--- src/rtl/fetch_queue.sv ---
// Fetch stage: owns the fetch PC, buffers {pc, instr} pairs in a circular queue, hands them to decode.
// Define FETCHQ_BYPASS_EN to let a word fetched into an empty queue reach decode in the same cycle.
module fetch_queue #(
    parameter int          DEPTH    = 4,
    parameter logic [31:0] RESET_PC = 32'h0000_0000
) (
    input  logic                    clk,
    input  logic                    rst,
    output logic [31:0]             imem_addr,
    input  logic [31:0]             imem_rdata,
    input  logic                    imem_ready,
    input  logic                    redirect,
    input  logic [31:0]             redirect_pc,
    output logic                    out_valid,
    input  logic                    out_ready,
    output logic [31:0]             out_instr,
    output logic [31:0]             out_pc,
    output logic [$clog2(DEPTH):0]  level
);

    localparam int PW = $clog2(DEPTH);
    localparam int LW = PW + 1;
    localparam logic [LW-1:0] FULL = LW'(DEPTH);

    logic [31:0]   fetch_pc;
    logic [PW-1:0] rd_ptr;
    logic [PW-1:0] wr_ptr;
    logic [LW-1:0] level_q;
    logic [LW-1:0] level_d;
    logic [31:0]   pc_q    [DEPTH];
    logic [31:0]   instr_q [DEPTH];

    logic pop;
    logic space;
    logic push;
    logic bypass;
    logic write_en;
    logic queue_pop;
    logic unused_rpc_lsb;

`ifdef FETCHQ_BYPASS_EN
    assign bypass = (level_q == '0) & imem_ready & ~redirect;
`else
    assign bypass = 1'b0;
`endif

    assign out_valid = (level_q != '0) | bypass;
    assign out_instr = bypass ? imem_rdata : instr_q[rd_ptr];
    assign out_pc    = bypass ? fetch_pc   : pc_q[rd_ptr];

    assign pop   = out_valid & out_ready;
    assign space = (level_q < FULL) | pop;
    assign push  = imem_ready & space & ~redirect;

    // A bypassed word that decode takes right away never occupies a slot.
    assign write_en  = push & ~(bypass & out_ready);
    assign queue_pop = pop & ~bypass;

    assign imem_addr      = fetch_pc;
    assign level          = level_q;
    assign unused_rpc_lsb = ^redirect_pc[1:0];

    always_comb begin
        level_d = level_q;
        if (write_en && !queue_pop) begin
            level_d = level_q + LW'(1);
        end else if (queue_pop && !write_en) begin
            level_d = level_q - LW'(1);
        end
    end

    // Redirect wins over push; a pop in that cycle was already delivered to decode.
    always_ff @(posedge clk or negedge rst) begin
        if (!rst) begin
            fetch_pc <= RESET_PC;
            rd_ptr   <= '0;
            wr_ptr   <= '0;
            level_q  <= '0;
            for (int i = 0; i < DEPTH; i++) begin
                pc_q[i]    <= '0;
                instr_q[i] <= '0;
            end
        end else if (redirect) begin
            fetch_pc <= {redirect_pc[31:2], 2'b00};
            rd_ptr   <= '0;
            wr_ptr   <= '0;
            level_q  <= '0;
        end else begin
            if (push) begin
                fetch_pc <= fetch_pc + 32'd4;
            end
            if (write_en) begin
                pc_q[wr_ptr]    <= fetch_pc;
                instr_q[wr_ptr] <= imem_rdata;
                wr_ptr          <= wr_ptr + PW'(1);
            end
            if (queue_pop) begin
                rd_ptr <= rd_ptr + PW'(1);
            end
            level_q <= level_d;
        end
    end

endmodule

--- config.mk ---
export PLATFORM = sky130hd
export DESIGN_NAME = fetch_queue
export DESIGN_NICKNAME = d
export VERILOG_FILES = /design/src/rtl/fetch_queue.sv
export SDC_FILE = /design/constraint.sdc
export NUM_CORES = 1
export LEC_CHECK = 0
export CAP_MARGIN = 30
export CORE_UTILIZATION = 57
export CTS_BUF_LIST = sky130_fd_sc_hd__clkbuf_4
export DETAILED_ROUTE_END_ITERATION = 10
export GPL_TIMING_DRIVEN = 1
export PLACE_DENSITY_LB_ADDON = 0.2
export SYNTH_ARGS = -nofsm -noshare
export SYNTH_HDL_FRONTEND = slang
export SYNTH_SLANG_ARGS = --single-unit
--- constraint.sdc ---
create_clock -name clk -period 2.2 [get_ports clk]
set_input_delay 0.33 -clock clk [delete_from_list [all_inputs] [get_ports clk]]
set_output_delay 0.33 -clock clk [all_outputs]
set_load 0.01 [all_outputs]
* After elaboration in Yosys (flattened, before gate mapping)
Cells that the tools add are included.
** Word-level totals
- Flip-flop bits (word level) :: 295
- Bits of input ports :: 69
- Word-level logic and storage cells :: 57
** Cells by class
- Add/subtract/negate cells :: 5
- Magnitude comparators :: 4
- Mux-type cells :: 19
- Bitwise operators :: 7
- Reductions and logical operators :: 10
** Operator list (count)
- $bwmux 128 :: 2
- $mux 32 :: 7
- $bmux 32 s2 :: 2
- $demux 32 s2 :: 1
- $add 32x3->32 const B :: 1
- $mux 3 :: 3
- $mux 2 :: 4
- $ge 3x3->1 const B :: 2
- $not 2->3 :: 2
- $reduce_bool 3->1 :: 2
- $add 2x1->2 const B :: 2
- $reduce_bool 2->1 :: 2
- $add 3x1->3 const B :: 1
- $and 1x1->1 :: 3
- $logic_and 1x1->1 :: 3
- $lt 3x1->1 const B :: 1
- $lt 3x3->1 const B :: 1
- $sub 3x1->3 const B :: 1
- $logic_not 1->1 :: 2
- $reduce_and 2->1 :: 1
- $not 1->1 :: 1
- $or 1x1->1 :: 1

* Depth between registers and ports, before layout
Gate-level depths: netlist of run 1.
- Depth after elaboration :: 10
- Depth in mapped cells :: 8
- Gate-level depth less buffers :: 8

* Least setup slack after synthesis of run 1
OpenSTA, ideal clock, no wires.
- Path kind :: register to register
- Start point :: register level_q[1], in the netlist level[1]
- End point :: register level_q[2], in the netlist level[2]
- Library setup time :: 104 ps
- Arrival :: 1923 ps
- Required time :: 2096 ps
- Slack :: 173 ps
- Stages on the path, launching flop included :: 9
- Period minus slack after synthesis :: 2027 ps
- Path through :: dfrtp_1 or3_1 and2_1 nor3_1 fa_1 inv_1 nor3_1 a21oi_1 a221oi_1
** On the way
- Cells in the longest elaborated chain, start to end :: 8
** Ends and longest elaborated chain
- from (decl) :: line 28 : logic [LW-1:0] level_q;
- from (signal assigned) :: line 100 : level_q <= level_d;
- $reduce_bool 3->1 (*) :: line 47 : assign out_valid = (level_q != '0) | bypass;
- named net out_valid :: line 14 : output logic out_valid,
- $and 1x1->1 (*) :: line 51 : assign pop = out_valid & out_ready;
- $or 1x1->1 :: line 52 : assign space = (level_q < FULL) | pop;
- $and 1x1->1 (2 in a row) :: line 53 : assign push = imem_ready & space & ~redirect;
- $logic_and 1x1->1 or $logic_not 1->1 (tied branches) :: line 65, 67
- $mux 3 or $logic_and 1x1->1 (tied branches) :: line 65, 67
- $mux 3 or $reduce_bool 3->1 (tied branches)
Mark *: on every way through the listed nets, which the timed path passes. The rest lies on a longest branch. The select of a mux whose other input is x is not followed.
A chain may end at the register's enable or synchronous reset.

* Final worst setup path of run 1
- Start point :: register rd_ptr[0]
- End point :: output port out_pc[24]
** On the way
- Cells in the longest elaborated chain, start to end :: 4
** Ends and longest elaborated chain
- from (decl) :: line 26 : logic [PW-1:0] rd_ptr;
- from (signal assigned) :: line 98 : rd_ptr <= rd_ptr + PW'(1);
- $not 2->3 (not written as such) :: line 49 : assign out_pc = bypass ? fetch_pc : pc_q[rd_ptr];
- $bmux 32 s2 :: line 49
- $mux 32 (not written as such) (2 in a row) :: line 49
- to (decl) :: line 17 : output logic [31:0] out_pc,
No other way between the ends. The select of a mux whose other input is x is not followed.

==> flow_metrics.py, run 1 <==
metrics = {
    "drt": {
        "route.detailed.drc": 0,
        "detail_route.wl_per_cell_um": 19.5,
        "vias": 8199,
        "ant_nets": 0,
        "drtIter0Drc": 344,
        "dr.pass1.iters": 4,
        "viasPerCell": 5.60,
        "routed_wl_mm": 28.6,
    },
    "logic_synthesis": {
        "yosys.area.top_type": "dfrtp_1",
        "ys.flop_type": "dfrtp_1",
        "synth-seq-cells": 285,
        "synth_top_family_by_area": "multiplexers",
        "synthDominantCellAreaShare": 0.545,
        "synth_fa_ha_area_frac": 0.00631,
        "ys_seq_area_frac": 0.545,
        "synth_compound_area_frac": 0.0169,
        "async_flop_share": 1.00,
        "synthSimpleGateAreaFrac": 0.0599,
        "synth_area_mm2": 0.0131,
        "synth_warnings": 0,
        "synth_edf_count": 0,
        "synth.most_common_cell": "dfrtp_1",
        "ys_types": 44,
        "yosys-top-cells-count": "285 x dfrtp_1, 224 x mux2_2, 62 x mux4_2",
        "synth.area.mux_share": 0.315,
        "syn_area_per_cell_um2": 15.0,
        "synthXorXnorAreaFrac": 0.0234,
        "syn_inst": 875,
        "synth.area.top_cells": "dfrtp_1 55%, mux2_2 19%, mux4_2 11%, xnor2_1 1.9%, buf_4 1.9%",
    },
    "worst_setup_path": {
        "worstPathArrival_ns": 2.19,
        "path_max_fanout": 6,
        "crit_required_ns": 1.87,
        "startpoint_type": "flop",
        "end_kind": "primary output",
        "criticalPathCategory": "flop to primary output",
    },
    "timing": {
        "fin_crit_sh": 1.14,
        "clock.fmax_mhz": 398,
        "worst_pin_slew_ns": 0.632,
        "finClkSkew_ns": 0.0410,
        "finalMaxSlewViolations": 0,
        "setup_violations": 62,
        "fin_hold_ws_ns": 0.133,
        "worst_slack_ns": -0.316,
        "finalCriticalPeriod_ns": 2.52,
        "finalHoldViolations": 0,
        "timing.slew.headroom": 0.578,
        "rsz0062_at_grt": "true",
    },
    "job": {
        "cap_violations": 0,
    },
    "cells_and_area": {
        "fin_nets": 1201,
        "utilization": 0.736,
        "final_layout_size_suffix_gt1_frac": 0.489,
        "fin_area_mm2": 0.0166,
        "area_growth_pct": 26.9,
    },
    "power_and_ir_drop": {
        "power_density_mw_per_mm2": 1250,
        "p_int_w": 0.0147,
        "sw_frac_of_total": 0.292,
        "p_leak_nw": 7.49,
        "power.total_w": 0.0208,
        "switchingPower_w": 0.00607,
        "power_frac_clock": 0.222,
        "peakVddDrop_mv": 0.706,
        "power_frac_seq": 0.393,
        "combPwrFrac": 0.385,
    },
    "grt": {
        "antenna_found_initial": 1,
        "grt-ovfl-total": 0,
        "first_global_vias": 8849,
        "grt_max_degree": 67,
        "grt_pass1_wl_mm": 46.7,
        "grt_usage": 0.255,
    },
    "clock_network": {
        "cts_buffers": 75,
        "cts_tree": "yes",
        "clock_sinks": 285,
        "path_clk_slew_ns": 0.07,
        "clk_path_buf_depth": 3,
        "ctsHtreeMaxLevel": 3,
        "clk_latency_ns": 0.69,
        "cts-root-buf": "clkbuf_4",
    },
    "die": {
        "die_w_um": 154,
        "start_util": 0.580,
        "ioPinCount": 169,
        "core_area_mm2": 0.0226,
        "row_count": 55,
        "die_h_um": 154,
        "dieArea_mm2": 0.0236,
    },
    "run_status": {
        "violations": "setup timing",
        "status": "finished with violations",
    },
    "hold_path": {
        "hp-class": "input port to asynchronous set/reset pin",
    },
    "placed_design": {
        "numPortBuffers": 162,
        "placed_area_mm2": 0.0154,
        "pre_cts_ws_ns": -0.0562,
        "globalplace.congestion": 0.768,
        "hpwlAfterDp_mm": 18.0,
    },
}
==> worst max-delay path, cell delays in order (launching register included) <==
cell and delay (ns):
dfrtp_4 0.52, buf_12 0.16, buf_12 0.13, buf_6 0.11, mux4_2 0.42, buf_6 0.14
==> registers in the layout, indices dropped and copies added, names as in the netlist <==
register	cells
wr_ptr	2
imem_addr	30
level	3
instr_q	128
pc_q	120
rd_ptr	2
==> cells by family (layout without fill, tap and decap cells) <==
group,Yosys count,count (layout)
AO/OA/AOI/OAI,43,43
XOR/XNOR,35,35
adder cells (fa/ha/maj),6,6
buffers and inverters,75,374
flip-flops,285,285
multiplexers,304,304
other,1,5
AND/OR/NAND/NOR,126,126
==> metal layers <==
metal  track usage  share of wire  wire length (µm)  vias up
met5             0              0                 0        -
met4        0.0833          0.017               479        0
met3        0.0521          0.053              1510       42
met2         0.411           0.49             14000      231
met1         0.349           0.44             12600     4194
li1              -              -                 -     3732
==> power groups by stage <==
| stage | clock (W) | combinational [W] | sequential (W) |
|---|---|---|---|
| floorplan | 0 | 0.00449 | 0.00791 |
| global placement | 0 | 0.00738 | 0.00817 |
| detailed placement | 0 | 0.00751 | 0.00828 |
| CTS | 0.00475 | 0.00774 | 0.00813 |
| global route | 0.00501 | 0.00854 | 0.00842 |
| finish | 0.00462 | 0.00800 | 0.00817 |
==> layout by cell type (no fill, tap or decap), drive strengths merged, types with 2 or more instances in the layout <==
cell type / n
bufinv: 2
buf: 136
clkdlybuf4s50: 93
clkinv: 13
a21oi: 3
inv: 9
o21ai: 38
nand3: 8
xnor2: 29
nor2: 9
or2: 2
xor2: 6
conb: 4
dfrtp: 285
clkbuf: 114
mux2: 241
or3: 3
nor4b: 3
nor4: 8
ha: 5
nand4: 9
nor3: 12
nand2: 62
mux4: 62
and2: 2
and3: 5
dlymetal6s2s: 4
==> layout make-up <==
cell class,instances,area (µm²)
clock inverter,18,126
inverter,7,26.3
timing repair buffer,239,2600
clock buffer,110,826
sequential,285,7140
fill,1517,5960
multi-input combinational,518,5530
tap,285,357
antenna,1,2.50
==> path summary, 6_finish.rpt <==
path | from | end | slack [ns] | cells past startpoint
min | rst | instr_q[50] | 0.13 | 2
max in group asynchronous | rst | imem_addr[17] | 1.38 | 3
min reg2reg | pc_q[51] | pc_q[51] | 0.48 | 2
min in group clk | redirect_pc[22] | imem_addr[22] | 0.20 | 3
max reg2reg | level[1] | level[2] | 0.18 | 8
max | rd_ptr[0] | out_pc[24] | -0.32 | 5
==> stage by stage <==
| step | instances | setup TNS, ns |
|---|---|---|
| detailed placement | 1315 | -1.58 |
| CTS | 1460 | -17.99 |
| floorplan | 878 | 0 |
| finish | 1463 | -14.59 |
| global placement | 1315 | -0.0424 |
| global route | 1463 | -18.48 |
==> timing repair <==
| action | in CTS | in global routing |
|---|---|---|
| resized for setup | 276 | 54 |
| endpoints found under the setup margin | 67 | 68 |
| endpoints found under the hold margin | 285 | 0 |
| buffers inserted | 12 | 5 |
| hold buffers | 1 | 0 |
| cloned | 4 | 1 |
Power figures use the tool's default switching activity.
==> run 2, diff against run 1 <==
--- a/config.mk
+++ b/config.mk
@@ -6,7 +6,9 @@
 export NUM_CORES = 1
 export LEC_CHECK = 0
 export CAP_MARGIN = 30
-export CORE_UTILIZATION = 57
+export CELL_PAD_IN_SITES_DETAIL_PLACEMENT = 0
+export CELL_PAD_IN_SITES_GLOBAL_PLACEMENT = 1
+export CORE_UTILIZATION = 48
 export CTS_BUF_LIST = sky130_fd_sc_hd__clkbuf_4
 export DETAILED_ROUTE_END_ITERATION = 10
 export GPL_TIMING_DRIVEN = 1
==> flow_metrics.py, run 2 (same netlist as run 1, synthesis figures left out) <==
metrics = {
    "timing": {
        "finalMaxSlewViolations": 0,
        "finClkSkew_ns": 0.0332,
        "worst_slack_ns": -0.288,
        "worst_pin_slew_ns": 0.644,
        "timing.slew.headroom": 0.570,
        "setup-tns-final_ns": -10.62,
        "clock.fmax_mhz": 402,
        "fin_crit_sh": 1.13,
        "setup_violations": 62,
        "fin_hold_ws_ns": 0.160,
        "finalCriticalPeriod_ns": 2.49,
        "finalHoldViolations": 0,
        "rsz0062_at_grt": "true",
    },
    "drt": {
        "drtIter0Drc": 362,
        "viasPerCell": 5.39,
        "detail_route.wl_per_cell_um": 19.3,
        "vias": 8130,
        "routed_wl_mm": 29.0,
        "ant_nets": 0,
        "route.detailed.drc": 0,
        "dr.pass1.iters": 4,
    },
    "placed_design": {
        "hpwlAfterDp_mm": 18.1,
        "globalplace.congestion": 0.725,
        "numPortBuffers": 162,
    },
    "cells_and_area": {
        "largest_reg_flops": 128,
        "n_fill_cell": 2164,
        "final_layout_size_suffix_gt1_frac": 0.497,
        "final_cell_mix": "272 x dfrtp_1, 224 x mux2_2, 117 x clkbuf_4",
        "top_register": "instr_q",
        "regArea_mm2": 0.00715,
        "multi_input_area_mm2": 0.00554,
        "area_growth_pct": 27.6,
        "fin_nets": 1198,
        "mostFrequentLayoutCell": "dfrtp_1",
    },
    "worst_setup_path": {
        "criticalPathCategory": "flop to primary output",
        "path_max_fanout": 6,
        "worstPathArrival_ns": 2.16,
        "crit_required_ns": 1.87,
        "reg2reg_depth": 8,
        "crit_start": "rd_ptr[0]",
        "end_kind": "primary output",
        "reg2reg_from": "level[1]",
        "startpoint_type": "flop",
    },
    "clock_network": {
        "cts_buffers": 80,
        "cts_tree": "yes",
        "clk_path_buf_depth": 3,
        "ctsHtreeMaxLevel": 3,
        "cts-root-buf": "clkbuf_4",
        "clk_latency_ns": 0.66,
        "path_clk_slew_ns": 0.07,
        "clock_sinks": 285,
    },
    "power_and_ir_drop": {
        "p_leak_nw": 7.44,
        "sw_frac_of_total": 0.288,
        "power_density_mw_per_mm2": 1250,
        "p_int_w": 0.0149,
        "combPwrFrac": 0.391,
        "power_frac_seq": 0.391,
        "peakVddDrop_mv": 0.666,
        "power_frac_clock": 0.218,
        "switchingPower_w": 0.00601,
    },
    "die": {
        "dieArea_mm2": 0.0279,
        "core_area_mm2": 0.0269,
        "start_util": 0.487,
        "die_h_um": 167,
        "ioPinCount": 169,
        "die_w_um": 167,
        "row_count": 60,
    },
    "hold_path": {
        "hp-class": "input port to asynchronous set/reset pin",
    },
    "run_status": {
        "violations": "setup timing",
        "status": "finished with violations",
    },
    "grt": {
        "grt_max_degree": 70,
        "antenna_found_initial": 1,
        "grt_usage": 0.219,
        "grt_pass1_wl_mm": 47.8,
        "grt-ovfl-total": 0,
        "first_global_vias": 8832,
    },
    "job": {
        "cap_violations": 0,
    },
}
-- run 2: routing by layer --
layer,part of all wire,up-vias,global-route usage
met4,0.015,0,0.0612
met2,0.47,199,0.341
met3,0.049,43,0.0534
li1,-,3717,-
met5,0,-,0
met1,0.46,4171,0.308
-- run 2: what timing repair did --
action                                  in CTS  in global routing
gates resized for setup                    284                 49
endpoints found under the setup margin      67                 76
setup buffers                                9                  5
cloned                                       6                  1
endpoints found under the hold margin      284                  0
hold buffers                                 1                  0
-- run 2: power groups by stage --
stage / combinational [W] / sequential, W / clock [W]
final: 0.00816 / 0.00817 / 0.00454
after global routing: 0.00874 / 0.00842 / 0.00502
after CTS: 0.00798 / 0.00816 / 0.00473
after detailed placement: 0.00744 / 0.00826 / 0
after global placement: 0.00734 / 0.00817 / 0
after floorplan: 0.00449 / 0.00791 / 0
-- run 2: area by class of cell --
type | count | share of cell area
flip-flops and latches | 285 | 0.428
well taps | 341 | 0.0255
clock buffers | 117 | 0.0526
diodes | 1 | 0.000150
multi-input cells | 518 | 0.332
repair buffers | 231 | 0.157
inverters | 7 | 0.00157
clock inverters | 7 | 0.00315
-- run 2: worst max-delay path: stages (launching register included) --
cell and delay (ns):
dfrtp_4 0.51, buf_12 0.16, buf_16 0.14, buf_12 0.12, mux4_2 0.45, buf_6 0.14
-- run 2: per-stage QoR --
step	utilization	area [µm²]	total power, W	worst slack (ns)	cells
2_1_floorplan	-	13100	0.0124	0.173	878
4_1_cts	0.617	16600	0.0209	-0.401	1503
6_report	0.621	16700	0.0209	-0.288	1507
5_1_grt	0.621	16700	0.0222	-0.412	1507
3_3_place_gp	0.572	15400	0.0155	-0.000740	1363
3_5_place_dp	0.572	15400	0.0157	-0.0590	1363
-- run 2: worst paths after layout --
check                      slack (ns)             to
max                             -0.29  out_instr[18]
min                              0.16   instr_q[112]
max reg2reg                      0.18       level[2]
min reg2reg                      0.48       pc_q[87]
max in group asynchronous        1.32  imem_addr[27]
min in group clk                 0.24  imem_addr[15]
==> run 3, diff against run 2 <==
--- a/config.mk
+++ b/config.mk
@@ -12,6 +12,7 @@
 export CTS_BUF_LIST = sky130_fd_sc_hd__clkbuf_4
 export DETAILED_ROUTE_END_ITERATION = 10
 export GPL_TIMING_DRIVEN = 1
+export HOLD_SLACK_MARGIN = 0.1
 export PLACE_DENSITY_LB_ADDON = 0.2
 export SYNTH_ARGS = -nofsm -noshare
 export SYNTH_HDL_FRONTEND = slang
==> results of run 3 <==
No change in the layout: final DEF, timing and power equal those of run 2.
